<file path="config.mk">
export PLATFORM = sky130hd
export DESIGN_NAME = dm_access_ctrl
export DESIGN_NICKNAME = d
export VERILOG_FILES = /design/src/rtl/dm_access_ctrl_pkg.sv /design/src/rtl/dm_access_ctrl_lane_align.sv /design/src/rtl/dm_access_ctrl.sv
export SDC_FILE = /design/constraint.sdc
export NUM_CORES = 1
export LEC_CHECK = 0
export ABC_AREA = 0
export CORE_ASPECT_RATIO = 0.75
export CORE_MARGIN = 1.5
export CORE_UTILIZATION = 45
export DETAILED_ROUTE_END_ITERATION = 10
export GPL_TIMING_DRIVEN = 0
export PLACE_DENSITY = 0.81
export REMOVE_ABC_BUFFERS = 1
export SETUP_SLACK_MARGIN = 0.3
export SYNTH_ARGS = -nofsm -noshare
export SYNTH_HDL_FRONTEND = slang
export SYNTH_HIERARCHICAL = 1
export SYNTH_SLANG_ARGS = --single-unit
</file>
<file path="constraint.sdc">
create_clock -name CLK -period 4.73 [get_ports CLK]
set_input_delay 0.946 -clock CLK [delete_from_list [all_inputs] [get_ports CLK]]
set_output_delay 0.946 -clock CLK [all_outputs]
set_load 0.01 [all_outputs]
</file>
<file path="src/rtl/dm_access_ctrl_pkg.sv">
// dm_access_ctrl_pkg: load/store opcodes, controller states and opcode classification helpers.
package dm_access_ctrl_pkg;
  localparam logic [5:0] LB  = 6'h20;
  localparam logic [5:0] LH  = 6'h21;
  localparam logic [5:0] LW  = 6'h23;
  localparam logic [5:0] LBU = 6'h24;
  localparam logic [5:0] LHU = 6'h25;
  localparam logic [5:0] SB  = 6'h28;
  localparam logic [5:0] SH  = 6'h29;
  localparam logic [5:0] SW  = 6'h2B;
  typedef enum logic [1:0] {ST_IDLE = 2'd0, ST_REQ = 2'd1, ST_DONE = 2'd2} state_e;
  function automatic logic is_load(input logic [5:0] op);
    return op inside {LB, LH, LW, LBU, LHU};
  endfunction
  function automatic logic is_store(input logic [5:0] op);
    return op inside {SB, SH, SW};
  endfunction
  function automatic logic misaligned(input logic [5:0] op, input logic [1:0] off);
    return (op inside {LH, LHU, SH} && off[0]) || (op inside {LW, SW} && off != 2'b00);
  endfunction
endpackage

</file>
<file path="src/rtl/dm_access_ctrl_lane_align.sv">
// dm_lane_align: store byte-lane steering and load lane extraction with sign/zero extension.
module dm_lane_align
  import dm_access_ctrl_pkg::*;
(
  input  logic [5:0]  op,
  input  logic [1:0]  off,
  input  logic [31:0] st_data,
  input  logic [31:0] rd_data,
  output logic [3:0]  be,
  output logic [31:0] wdata,
  output logic [31:0] ld_data
);
  logic [7:0]  byte_l;
  logic [15:0] half_l;
  always_comb begin
    byte_l  = rd_data[{off, 3'b000} +: 8];
    half_l  = off[1] ? rd_data[31:16] : rd_data[15:0];
    be      = op == SB ? 4'b0001 << off : op == SH ? (off[1] ? 4'b1100 : 4'b0011) : 4'b1111;
    wdata   = op == SB ? {4{st_data[7:0]}} : op == SH ? {2{st_data[15:0]}} : st_data;
    ld_data = op == LB  ? {{24{byte_l[7]}}, byte_l} :
              op == LBU ? {24'b0, byte_l} :
              op == LH  ? {{16{half_l[15]}}, half_l} :
              op == LHU ? {16'b0, half_l} : rd_data;
  end
endmodule

</file>
<file path="src/rtl/dm_access_ctrl.sv">
// dm_access_ctrl: issues one req/ack memory access per load/store and stalls the core until it
// completes, flagging misaligned addresses and unanswered requests.
module dm_access_ctrl
  import dm_access_ctrl_pkg::*;
#(
  parameter int TIMEOUT_CYC = 16,
  parameter int AW          = 30
) (
  input  logic          CLK,
  input  logic          RST,
  input  logic [31:0]   Ins,
  input  logic [31:0]   Result,
  input  logic [31:0]   Rdata2,
  input  logic          Start,
  output logic          Stall,
  output logic [31:0]   LoadData,
  output logic          LoadValid,
  output logic          AdrErr,
  output logic          BusErr,
  output logic          MemReq,
  output logic          MemWe,
  output logic [AW-1:0] MemAddr,
  output logic [3:0]    MemBe,
  output logic [31:0]   MemWdata,
  input  logic          MemAck,
  input  logic [31:0]   MemRdata
);
  localparam int CW = TIMEOUT_CYC > 1 ? $clog2(TIMEOUT_CYC) : 1;
  state_e        state_q, state_d;
  logic [5:0]    op, op_q, op_d, la_op;
  logic [1:0]    off_q, off_d, la_off;
  logic          mem_req_q, mem_req_d, mem_we_q, mem_we_d;
  logic [AW-1:0] mem_addr_q, mem_addr_d;
  logic [3:0]    mem_be_q, mem_be_d, la_be;
  logic [31:0]   mem_wdata_q, mem_wdata_d, load_data_q, load_data_d, la_wdata, la_ldata;
  logic          load_valid_q, load_valid_d, adr_err_q, adr_err_d, bus_err_q, bus_err_d;
  logic [CW-1:0] cnt_q, cnt_d;
  logic          is_mem, go, timeout;
  assign op = Ins[31:26];
  // One steering instance: IDLE uses the incoming instruction, REQ the captured one.
  dm_lane_align u_lane (
    .op(la_op), .off(la_off), .st_data(Rdata2), .rd_data(MemRdata),
    .be(la_be), .wdata(la_wdata), .ld_data(la_ldata)
  );
  always_comb begin
    is_mem       = is_load(op) || is_store(op);
    go           = state_q == ST_IDLE && Start && is_mem && !misaligned(op, Result[1:0]);
    timeout      = TIMEOUT_CYC != 0 && state_q == ST_REQ && !MemAck && cnt_q == CW'(TIMEOUT_CYC - 1);
    la_op        = state_q == ST_IDLE ? op : op_q;
    la_off       = state_q == ST_IDLE ? Result[1:0] : off_q;
    state_d      = state_q;
    op_d         = op_q;
    off_d        = off_q;
    mem_req_d    = mem_req_q;
    mem_we_d     = mem_we_q;
    mem_addr_d   = mem_addr_q;
    mem_be_d     = mem_be_q;
    mem_wdata_d  = mem_wdata_q;
    load_data_d  = load_data_q;
    load_valid_d = 1'b0;
    adr_err_d    = 1'b0;
    bus_err_d    = 1'b0;
    cnt_d        = cnt_q;
    case (state_q)
      ST_IDLE: begin
        adr_err_d = Start && is_mem && misaligned(op, Result[1:0]);
        if (go) begin
          state_d     = ST_REQ;
          op_d        = op;
          off_d       = Result[1:0];
          mem_req_d   = 1'b1;
          mem_we_d    = is_store(op);
          mem_addr_d  = AW'(Result[31:2]);
          mem_be_d    = la_be;
          mem_wdata_d = la_wdata;
          cnt_d       = '0;
        end
      end
      ST_REQ: begin
        if (MemAck || timeout) begin
          state_d      = MemAck ? ST_DONE : ST_IDLE;
          mem_req_d    = 1'b0;
          mem_we_d     = 1'b0;
          mem_be_d     = 4'b0000;
          load_valid_d = MemAck && is_load(op_q);
          load_data_d  = MemAck && is_load(op_q) ? la_ldata : load_data_q;
          bus_err_d    = !MemAck;
          cnt_d        = '0;
        end else begin
          cnt_d = cnt_q + 1'b1;
        end
      end
      default: state_d = ST_IDLE;
    endcase
  end
  always_ff @(posedge CLK or posedge RST) begin
    if (RST) begin
      state_q      <= ST_IDLE;
      op_q         <= '0;
      off_q        <= '0;
      mem_req_q    <= 1'b0;
      mem_we_q     <= 1'b0;
      mem_addr_q   <= '0;
      mem_be_q     <= '0;
      mem_wdata_q  <= '0;
      load_data_q  <= '0;
      load_valid_q <= 1'b0;
      adr_err_q    <= 1'b0;
      bus_err_q    <= 1'b0;
      cnt_q        <= '0;
    end else begin
      state_q      <= state_d;
      op_q         <= op_d;
      off_q        <= off_d;
      mem_req_q    <= mem_req_d;
      mem_we_q     <= mem_we_d;
      mem_addr_q   <= mem_addr_d;
      mem_be_q     <= mem_be_d;
      mem_wdata_q  <= mem_wdata_d;
      load_data_q  <= load_data_d;
      load_valid_q <= load_valid_d;
      adr_err_q    <= adr_err_d;
      bus_err_q    <= bus_err_d;
      cnt_q        <= cnt_d;
    end
  end
  assign Stall     = go || state_q == ST_REQ;
  assign LoadData  = load_data_q;
  assign LoadValid = load_valid_q;
  assign AdrErr    = adr_err_q;
  assign BusErr    = bus_err_q;
  assign MemReq    = mem_req_q;
  assign MemWe     = mem_we_q;
  assign MemAddr   = mem_addr_q;
  assign MemBe     = mem_be_q;
  assign MemWdata  = mem_wdata_q;
endmodule

</file>
==> impl_metrics.toml <==
[synth]
synth_edf_count = 0
synth_most_common_cell = "dfrtp_1"
synth.top_cell.area_share = 0.462
yosysUniqueCellTypes = 50
syn-instance-count = 507
synth.area.top_cells = "dfrtp_1 46%, mux2_4 16%, mux2_2 8.2%, o21ai_0 3.4%, mux4_2 3.2%"
synthFlopType = "dfrtp_1"
yosys_warnings = 6
ys_seq_area_frac = 0.462
syn_avg_cell_area_um2 = 12.5
synthArstFlopShare = 1.00
synth_commonest_cells = "117 x dfrtp_1, 68 x mux2_4, 46 x mux2_2"
synth_top_cell_by_area = "dfrtp_1"
synth_seq_cells = 117
syn_area_um2 = 6340

[floorplan]
die-area_um2 = 14800
boundaryPins = 236
die_w_um = 140
coreArea_um2 = 13700
initial_core_util = 0.461
placementRows = 37
die_h_um = 106

[sta]
clock.fmax_mhz = 238
max_slew_margin = 0.0890
fin_skew_ps = 7.31
drv_slew = 0
final_min_period_over_clock_period = 0.888
fin_crit_ps = 4200
worst_pin_slew_ps = 1370
grt_setup_unrepaired = "false"
hold_viol_final = 0
setup_viol_count_final = 0

[pwr]
p_int_mw = 3.21
netSwitchingFraction = 0.271
leakage_nw = 3.88
ir_drop_v = 0.000269
p_clk_frac = 0.324
power_density_nw_per_um2 = 484
p_switching_mw = 1.19
pwr-share-comb = 0.335
power_frac_seq = 0.341
power_mw = 4.40

[flow_run]
max_cap_violations = 0

[final_layout]
antenna_cells = 0
nFillCells = 1023
seqCellArea_um2 = 2930
final_cell_area_um2 = 9100
finish.utilization = 0.662
fin_nets = 825
drive_gt1_frac = 0.252
area_growth_pct = 43.6
multi_input_area_um2 = 3090

[worst_setup_path]
required_ps = 3780
path_buf_inv = 2
worst_setup_path_start_kind = "input port"
worstPathCellList = "clkdlybuf4s50_1 > nand2b_1 > a221o_1 > o21ai_1 > clkdlybuf4s50_1"
crit_top_cell = "clkdlybuf4s50_1"
critical-path-top-delay-family = "buffers and inverters"
crit_slowest_cell = "clkdlybuf4s50_1"
crit_type = "in2out"
arrival_ps = 3260
cp_max_fo = 9
end_kind = "output pin"
max_stage_delay_ps = 660
startpoint = "Ins[26]"
r2r-start = "state_q[0]$_DFFE_PP0P_"

[detailed_routing]
ant_nets = 0
drtPass1Iterations = 4
routed_wl_um = 17400
via_per_inst = 5.61
drt_iter0_markers = 320
wl_per_cell_um = 19.8
drc = 0
vias = 4938

[clock_network]
cts_resized = 0
cts_hold_buf = 0
clockBufferDepth = 2
cts_made_buffers = 17
cts.clk_slew.worst_paths_ps = 50
post_cts_buffers = 0
cts_sinks = 117
cts_tree = "yes"
clk_latency_ps = 410
root_buffer = "clkbuf_16"
htreeDepth = 4

[place]
postPlaceCellArea_um2 = 8450
place.port_buffers = 209
hpwl_um = 11900
gp_congestion = 0.859

[grt]
first_global_vias = 5129
grt_pass1_wl_um = 27700
grt_usage = 0.241
antenna_found_initial = 0
grt_max_degree = 103
grt_overflow = 0

[min_path]
hp-class = "reg2reg"
min_from = "op_q[5]$_DFFE_PP0P_"

[outcome]
status = "finished clean"
## metrics by stage
step                      setup TNS, ps  std cells  setup WS, ps  hold slack, ps
after floorplan                       0        462           400             445
after global placement          -152750        846         -1750             468
after detailed placement              0        848           561             476
after CTS                             0        880           535             488
after global routing                  0        880           366             496
final                                 0        880           528             485
## placed cells by master (no fill, tap or decap), drive strengths merged, types with 4 or more instances in the layout
master | synthesis | routed
mux2i | 9 | 9
inv | 18 | 18
clkbuf | 14 | 23
nand3 | 6 | 6
nor2 | 11 | 11
nor3 | 11 | 11
nand2 | 27 | 27
o221ai | 4 | 4
or2 | 5 | 5
nand4 | 14 | 14
mux2 | 123 | 123
nand2b | 7 | 7
clkdlybuf4s50 | 0 | 209
o21ai | 54 | 54
mux4 | 9 | 9
dfrtp | 117 | 117
bufinv | 0 | 5
a31oi | 16 | 16
## layout make-up
| cell class | instances | area share |
|---|---|---|
| inverter | 18 | 0.00797 |
| multi-input combinational | 327 | 0.339 |
| sequential | 117 | 0.322 |
| clock inverter | 9 | 0.0190 |
| tap | 175 | 0.0240 |
| timing repair buffer | 211 | 0.236 |
| clock buffer | 23 | 0.0525 |
## worst register-to-register path: stages, from the launching register on
cell     delay (ps)
dfrtp_1         430
nor2_1          730
mux2_2          450
or3b_1          810
or2_1           660
mux2_2          440
mux2_4          260
## sequential cells by signal, summed over array words and instances, names as in the netlist
signal and cells:
AdrErr 1, MemWe 1, off_q 2, LoadData 32, MemBe 4, state_q 2
MemWdata 32, op_q 6, LoadValid 1, BusErr 1, cnt_q 4, MemReq 1
MemAddr 30
## power by group through the flow
| stage | Sequential (mW) | Clock [mW] | Combinational (mW) |
|---|---|---|---|
| CTS | 1.50 | 1.45 | 1.49 |
| finish | 1.50 | 1.43 | 1.47 |
| global route | 1.54 | 1.50 | 1.56 |
| global placement | 1.49 | 0 | 1.44 |
| detailed placement | 1.51 | 0 | 1.48 |
| floorplan | 1.61 | 0 | 0.535 |
## logic make-up after synthesis
| family | Yosys count | synth area share |
|---|---|---|
| adder cells (fa/ha/maj) | 1 | 0.00197 |
| AND/OR/NAND/NOR | 97 | 0.0848 |
| AO/OA/AOI/OAI | 88 | 0.0913 |
| multiplexers | 141 | 0.305 |
| buffers and inverters | 63 | 0.0554 |
| flip-flops | 117 | 0.462 |
## path summary, 6_finish.rpt
check                           slack, ps  cells past startpoint                        to
worst min register to register        490                      1       op_q[5]$_DFFE_PP0P_
worst max register to register        830                      6  MemWdata[16]$_DFFE_PP0P_
worst min-delay path                  490                      1       op_q[5]$_DFFE_PP0P_
max in group asynchronous            3150                      3  LoadData[18]$_DFFE_PP0P_
worst max-delay path                  530                      5                     Stall
min in group asynchronous             850                      2   MemAddr[12]$_DFFE_PP0P_
## per-layer routing
metal,vias to the layer above,wire [µm],GRT usage
met5,-,0,0
met3,30,1050,0.0586
li1,2217,-,-
met2,208,8490,0.393
met1,2483,7530,0.315
met4,0,333,0.0857
Note: power is estimated with default switching activity, not from simulation.
